**src/rtl/gshare_idx_ctrl.sv**
```systemverilog
// gshare index/GHR controller: sole master of the PHT port, serving lookups and 2-bit counter updates.
// Ports: pred_* lookup req/resp, upd_* resolve update, pht_* table port, ghr_out debug history.
module gshare_idx_ctrl #(
  parameter int PC_W  = 32,
  parameter int IDX_W = 14,
  parameter int GHR_W = 14
) (
  input  logic             clk,
  input  logic             reset,
  input  logic             pred_valid,
  input  logic [PC_W-1:0]  pred_pc,
  output logic             pred_ready,
  output logic             pred_out_valid,
  output logic             pred_taken,
  output logic [IDX_W-1:0] pred_idx,
  output logic [GHR_W-1:0] pred_ghr,
  input  logic             upd_valid,
  input  logic [IDX_W-1:0] upd_idx,
  input  logic             upd_taken,
  input  logic             upd_mispredict,
  input  logic [GHR_W-1:0] upd_ghr,
  output logic             upd_ready,
  output logic [IDX_W-1:0] pht_addr,
  output logic             pht_wr_en,
  output logic [1:0]       pht_wr_data,
  input  logic [1:0]       pht_rd_data,
  output logic [GHR_W-1:0] ghr_out
);

  typedef enum logic [1:0] {
    IDLE,
    UPD_RD,
    UPD_WR
  } state_t;

  state_t           state;
  state_t           state_nx;
  logic [GHR_W-1:0] ghr;
  logic [IDX_W-1:0] idx;
  logic [IDX_W-1:0] addr_q;
  logic [IDX_W-1:0] u_idx;
  logic             u_taken;
  logic [1:0]       ctr;
  logic [1:0]       ctr_nx;
  logic             pred_fire;
  logic             upd_fire;
  logic             unused;

  assign unused = ^{pred_pc[PC_W-1:IDX_W+2],
                    pred_pc[1:0],
                    upd_ghr[GHR_W-1]};

  assign idx        = pred_pc[IDX_W+1:2] ^ IDX_W'(ghr);
  assign upd_ready  = (state == IDLE) & reset;
  assign pred_ready = (state == IDLE) & ~upd_valid & reset;
  assign pred_fire  = pred_valid & pred_ready;
  assign upd_fire   = upd_valid & upd_ready;
  assign ghr_out    = ghr;

  always_comb begin
    ctr_nx = ctr;
    unique case (1'b1)
      (u_taken & (ctr != 2'b11)):  ctr_nx = ctr + 2'd1;
      (~u_taken & (ctr != 2'b00)): ctr_nx = ctr - 2'd1;
      default:                     ctr_nx = ctr;
    endcase
  end

  // Address holds its last value whenever nobody uses the port.
  always_comb begin
    state_nx    = state;
    pht_addr    = addr_q;
    pht_wr_en   = 1'b0;
    pht_wr_data = 2'b00;
    unique case (state)
      IDLE: begin
        if (upd_fire) begin
          state_nx = UPD_RD;
        end else if (pred_fire) begin
          pht_addr = idx;
        end
      end
      UPD_RD: begin
        pht_addr = u_idx;
        state_nx = UPD_WR;
      end
      UPD_WR: begin
        pht_addr    = u_idx;
        pht_wr_en   = 1'b1;
        pht_wr_data = ctr_nx;
        state_nx    = IDLE;
      end
      default: state_nx = IDLE;
    endcase
  end

  always_ff @(posedge clk or negedge reset) begin
    if (!reset) begin
      state          <= IDLE;
      ghr            <= '0;
      addr_q         <= '0;
      pred_out_valid <= 1'b0;
      pred_taken     <= 1'b0;
      pred_idx       <= '0;
      pred_ghr       <= '0;
      u_idx          <= '0;
      u_taken        <= 1'b0;
      ctr            <= 2'b00;
    end else begin
      state          <= state_nx;
      addr_q         <= pht_addr;
      pred_out_valid <= pred_fire;
      if (pred_fire) begin
        pred_taken <= pht_rd_data[1];
        pred_idx   <= idx;
        pred_ghr   <= ghr;
        ghr        <= {ghr[GHR_W-2:0], pht_rd_data[1]};
      end
      // Update and prediction never fire together, so one GHR writer per edge.
      if (upd_fire) begin
        u_idx   <= upd_idx;
        u_taken <= upd_taken;
        if (upd_mispredict) begin
          ghr <= {upd_ghr[GHR_W-2:0], upd_taken};
        end
      end
      if (state == UPD_RD) begin
        ctr <= pht_rd_data;
      end
    end
  end

endmodule

```
**config.mk**
```make
export PLATFORM = sky130hd
export DESIGN_NAME = gshare_idx_ctrl
export DESIGN_NICKNAME = d
export VERILOG_FILES = /design/src/rtl/gshare_idx_ctrl.sv
export SDC_FILE = /design/constraint.sdc
export NUM_CORES = 1
export LEC_CHECK = 0
export ABC_AREA = 0
export BUFFER_PORTS_ARGS = -buffer_cell sky130_fd_sc_hd__buf_2
export CORE_MARGIN = 8
export CORE_UTILIZATION = 52
export CTS_CLUSTER_SIZE = 14
export DETAILED_ROUTE_END_ITERATION = 10
export PLACE_DENSITY_LB_ADDON = 0.05
export SYNTH_ARGS = -nofsm -noshare
export SYNTH_HDL_FRONTEND = slang
export SYNTH_SLANG_ARGS = --single-unit
```
**constraint.sdc**
```tcl
create_clock -name clk -period 4.56 [get_ports clk]
set_input_delay 0.912 -clock clk [delete_from_list [all_inputs] [get_ports clk]]
set_output_delay 0.912 -clock clk [all_outputs]
set_load 0.05 [all_outputs]
```
==> impl_metrics.tcl, run 1 <==
set metrics [dict create \
    cts-hold-fix-buffers 0 \
    start_util_pct 52.6 \
    holdCritPathClass "reg -> reg" \
    postCtsSetupRepairBufs 0 \
    avgSynthCellArea_sq_um 10.8 \
    finalCritPeriodShare_pct 84.0 \
    numClockSinks 77 \
    path_clk_slew_ps 80 \
    std_cell_rows 29 \
    viasPerCell 5.26 \
    die_x_um 95.4 \
    worstSetupEndpointType "output pin" \
    fillCellCount 522 \
    path_max_fanout 44 \
    r2r_slack_ps 2190 \
    synth_warnings 0 \
    reg2reg_from "state[1]" \
    min_from "pred_ghr[1]" \
    nets 489 \
    synth_ff_type "dfrtp_1" \
    firstDrtPassIters 4 \
    drtAntennaViolNets 0 \
    wl_per_cell_um 16.8 \
    worst-slew-pin-transition_ps 972 \
    synth_edf_count 0 \
    yosys.area.top_type_share_pct 58.7 \
    post-dp-hpwl_mm 5.91 \
    ys_top_cells_by_area "dfrtp_1, nand2_1, mux2_2" \
    hold-path-endpoint "pred_ghr[1]" \
    antenna_found_initial 1 \
    rsz0062_at_grt "no" \
    drt-total-wl_mm 8.35 \
    gpl.final_weighted_congestion 0.713 \
    cp.required_ps 3650 \
    die_area_sq_um 9110 \
    grt_pass1_wl_mm 13.5 \
    fin_skew_ps 14.5 \
    cts.htree.levels 3 \
    syn_nets 379 \
    seq_area_sq_um 1930 \
    fin_crit_ps 3830 \
    grt_max_degree 81 \
    netlist_area_sq_um 3280 \
    hold_viol 0 \
    final-setup-viol-count 0 \
    final_cell_mix "buf_2, nand2_1, dfrtp_1" \
    port-buffer-count 111 \
    cts_tree "built" \
    critPathLaunchType "flip-flop" \
    cts-root-buf "clkbuf_8" \
    synth_seq_area_share_pct 58.7 \
    hold_depth 2 \
    final.setup.tns_ps 0 \
    place_ws_ps 850 \
    clock_path_buffers 2 \
    cts_buffers 9 \
    slew_viol_final 0 \
    die_y_um 95.4 \
    drt-initial-drc-count 132 \
    insertion_delay_ps 340 \
    status "finished, final reports clean" \
    grt_usage_pct 19.2 \
    slew_headroom_pct 35.2 \
    async_reset_ff_share_pct 100 \
    antenna_cells 0 \
    max_freq_mhz 261 \
    ioPinCount 131 \
    synth.ff_latch_count 77 \
    yosys.area.top_type "dfrtp_1" \
    rr_endpoint "addr_q[1]" \
    worstRegToRegCells 6 \
    cp_data_arrival_time_ps 2920 \
    grt_overflow 0 \
    setup_ws_ps 729 \
    route.detailed.drc 0 \
    path_class "reg -> out" \
    grt_pass1_vias 2719 \
    multiInputGateArea_sq_um 1260 \
    holdWs_ps 473 \
    final_common_cell "buf_2" \
    max_cap_viol_count 0 \
    core-area_sq_um 6240 \
    synth_cell_type_count 25 \
    layout-drive-gt1-share_pct 36.0 \
    synth_cells 305 \
    vias 2608 \
    area_growth_pct 24.1 \
    post_cts_resize_count 0 \
]
==> worst max-delay path, stage by stage (launching register included) <==
cell,delay (ps)
dfrtp_1,420
inv_1,140
ha_1,340
nand4b_4,280
inv_2,680
a22oi_1,140
o2bb2ai_1,270
buf_2,310
==> layout make-up <==
cell class                      instances  area share (%)
Tap cell                               77            2.37
Clock buffer                           10            3.38
Sequential cell                        77            47.3
Timing Repair Buffer                  114            14.3
Clock inverter                          5            1.41
Inverter                                4           0.369
Multi-Input combinational cell        209            30.9
==> layer usage <==
layer | global-route usage (%) | vias up | part of all wire [%]
met5 | 0 | - | 0.14
met1 | 23.5 | 1280 | 41
met2 | 32.1 | 75 | 51
li1 | - | 1241 | -
met4 | 7.04 | 2 | 1.1
met3 | 5.12 | 10 | 7.1
==> synthesized netlist by cell type, types with 2 or more instances <==
cell type	count
clkbuf_1	7
o21ai_0	2
xor2_1	14
nand2_1	104
a31oi_1	14
mux2_2	18
inv_1	3
buf_6	2
o2bb2ai_1	14
a22oi_1	14
and2_1	2
nor2_1	14
dfrtp_1	77
buf_2	4
ha_1	6
==> per-stage QoR <==
step,instance area (sq um),util (%),instances
2_1_floorplan,3280,-,305
3_3_place_gp,3880,62.1,481
3_5_place_dp,3880,62.1,481
4_1_cts,4070,65.3,496
5_1_grt,4070,65.3,496
6_report,4070,65.3,496
==> cells by family after synthesis <==
| kind of cell | after synthesis | share of synthesized area (%) |
|---|---|---|
| adder cells (fa/ha/maj) | 7 | 2.59 |
| buffers and inverters | 19 | 2.90 |
| flip-flops | 77 | 58.7 |
| multiplexers | 18 | 6.18 |
| AND/OR/NAND/NOR | 124 | 15.5 |
| XOR/XNOR | 14 | 3.74 |
| AO/OA/AOI/OAI | 46 | 10.4 |
==> registers in the layout (all words and copies together), names as in the netlist <==
| signal | flops |
|---|---|
| pred_out_valid | 1 |
| u_idx | 14 |
| u_taken | 1 |
| ctr | 2 |
| addr_q | 14 |
| pred_idx | 14 |
| pred_ghr | 14 |
| state | 2 |
| pred_taken | 1 |
| ghr_out | 14 |
==> how the worst max path moves through the flow <==
stage | start | endpoint
2_1_floorplan | upd_valid | pht_addr[0]
3_3_place_gp | upd_valid | pht_addr[2]
3_5_place_dp | upd_valid | pht_addr[2]
4_1_cts | state[1] | pht_addr[2]
5_1_grt | state[1] | pht_addr[1]
6_report | state[1] | pht_addr[1]
Power of run 1 is not shown: default switching activity piles up to over one toggle a cycle in this logic, so the estimate is an artifact.
==> inputs of run 2 (changes only) <==
Settings changed: ABC_AREA 0 to 1, CORE_UTILIZATION 52 to 45.
Clock period 4.56 ns to 3.08 ns, I/O delays scaled along.
==> impl_metrics.tcl, run 2 <==
set metrics [dict create \
    status "finished, final reports clean" \
    finish.utilization_pct 58.1 \
    slew_headroom_pct 45.8 \
    cp_data_arrival_time_ps 2320 \
    multiInputGateArea_sq_um 1450 \
    grt_pass1_wl_mm 16.1 \
    cts-hold-fix-buffers 0 \
    firstDrtPassIters 4 \
    hold_viol 0 \
    synthTopCellsByCount "nand2_1, dfrtp_1, nand3_1, inv_1, nor2_1" \
    top_layer "met5" \
    max_cap_viol_count 0 \
    ioPinCount 131 \
    finalCritPeriodShare_pct 95.3 \
    grt_overflow 0 \
    nets 648 \
    synth_seq_area_share_pct 53.1 \
    power.density_nw_per_um2 1340 \
    die_x_um 106 \
    synth_edf_count 0 \
    dp_cells 665 \
    worst-slew-pin-transition_ps 813 \
    synth_cells 462 \
    slowest_delay_ps 420 \
    cts.htree.levels 3 \
    yosys.area.top_type_share_pct 53.1 \
    max_freq_mhz 341 \
    clock_path_buffers 2 \
    route.detailed.drc 0 \
    async_reset_ff_share_pct 100 \
    cp.required_ps 2460 \
    netlist_area_sq_um 3630 \
    yosys.cell_count.top_type "nand2_1" \
    ys_top_cells_by_area "dfrtp_1, nand2_1, nand3_1" \
    postCtsSetupRepairBufs 0 \
    crit_top_cell "nand2_1" \
    finish.instance_area_sq_um 4510 \
    avgSynthCellArea_sq_um 7.86 \
    start_util_pct 46.7 \
    core-area_sq_um 7770 \
    cp_slowest_cell "dfrtp_1" \
    drtAntennaViolNets 0 \
    path_max_fanout 20 \
    grt_usage_pct 17.8 \
    wl_met1_mm 4.24 \
    synth_ff_type "dfrtp_1" \
    gpl.final_weighted_congestion 0.753 \
    dpl_cell_area_sq_um 4270 \
    final-setup-viol-count 0 \
    drt-initial-drc-count 122 \
    yosys.area.top_type "dfrtp_1" \
    path_class "reg -> out" \
    syn_nets 536 \
    grt_max_degree 64 \
    critPathLaunchType "flip-flop" \
    ir_drop_v 0.000882 \
    numClockSinks 77 \
    wl_per_cell_um 14.1 \
    area_growth_pct 24.3 \
    cts_buffers 9 \
    insertion_delay_ps 360 \
    final.setup.tns_ps 0 \
    wl_met2_mm 4.57 \
    layout-drive-gt1-share_pct 26.3 \
    synth_warnings 0 \
    rsz0062_at_grt "no" \
    holdCritPathClass "in -> async" \
    grt_pass1_vias 3291 \
    fin_skew_ps 14.2 \
    final_cell_mix "nand2_1, buf_2, dfrtp_1" \
    path_clk_slew_ps 80 \
    fillCellCount 774 \
    slew_viol_final 0 \
    fin_crit_ps 2940 \
    synth_cell_type_count 21 \
    port-buffer-count 111 \
    synth.ff_latch_count 77 \
    post-dp-hpwl_mm 6.97 \
    vias 3217 \
    worstSetupEndpointType "output pin" \
    antenna_cells 0 \
    cts-root-buf "clkbuf_8" \
    seq_area_sq_um 1930 \
    die_y_um 106 \
    path_cells "inv_1 -> ha_2 -> nand2_4 -> nor2_1 -> buf_6 -> nand3_1 -> nand2_1 -> o21ai_0 -> nand2_1 -> buf_2" \
    wl_met3_um 597 \
    antenna_found_initial 1 \
    die_area_sq_um 11200 \
    p_leak_nw 2.76 \
    stdcell_count 681 \
    cts_tree "built" \
    drt-total-wl_mm 9.58 \
    final_common_cell "nand2_1" \
    viasPerCell 4.72 \
    std_cell_rows 32 \
]
-- run 2: where the power goes --
part           switching, mW  internal [mW]
clock                  0.396          0.460
sequential             0.322           1.49
combinational           2.60          0.802
-- run 2: kinds of logic after synthesis --
| group | count (synthesis) | synth area share (%) |
|---|---|---|
| mux | 1 | 0.310 |
| fa+ha+maj | 6 | 2.07 |
| simple gates | 301 | 34.9 |
| buf+inv | 61 | 7.41 |
| flops | 77 | 53.1 |
| compound gates | 16 | 2.21 |
-- run 2: routing by layer --
layer  global-route usage (%)  vias to the layer above
li1                         -                     1647
met1                     21.6                     1479
met2                     28.8                       76
met3                     5.36                       13
met4                     7.24                        2
met5                        0                        -
-- run 2: final timing paths --
kind                                  start     endpoint  slack (ps)  cells past startpoint
worst max-delay path               state[1]  pht_addr[1]         140                     10
worst min-delay path                  reset  pred_idx[0]         130                      1
worst max register to register     state[1]     state[0]        1110                      8
worst min register to register  pred_ghr[9]  pred_ghr[9]         470                      2
max in group asynchronous             reset    addr_q[6]        1870                      2
min in group clk                pred_ghr[9]  pred_ghr[9]         470                      2
-- run 2: repair_timing --
item / in CTS / in global routing
endpoints found under the hold margin: 0 / 0
setup endpoints to repair: 0 / 13
gates resized for setup: 0 / 5
-- run 2: metrics by stage --
stage | total power [mW] | hold slack [ps] | worst slack [ps]
finish | 6.07 | 126 | 144
global route | 6.51 | 126 | 10.9
CTS | 6.11 | 114 | 63.3
detailed placement | 5.24 | 454 | 427
global placement | 5.20 | 449 | 468
floorplan | 4.39 | 320 | 598
-- run 2: critical path: cells and delay by family (launching register included) --
kind	cells	cell delay, ps
DFF	1	420
and+or+nand+nor	5	520
buffers and inverters	3	650
AOI/OAI and AO/OA	1	70
adders and majority gates	1	290
-- run 2: area by class of cell --
| class | count | share of cell area (%) |
|---|---|---|
| clock buffers | 9 | 2.74 |
| clock inverters | 7 | 2.19 |
| inverters | 43 | 3.63 |
| multi-input cells | 324 | 32.0 |
| flip-flops and latches | 77 | 42.7 |
| well taps | 102 | 2.83 |
| repair buffers | 119 | 13.9 |
(Power assumes the default switching activity.)
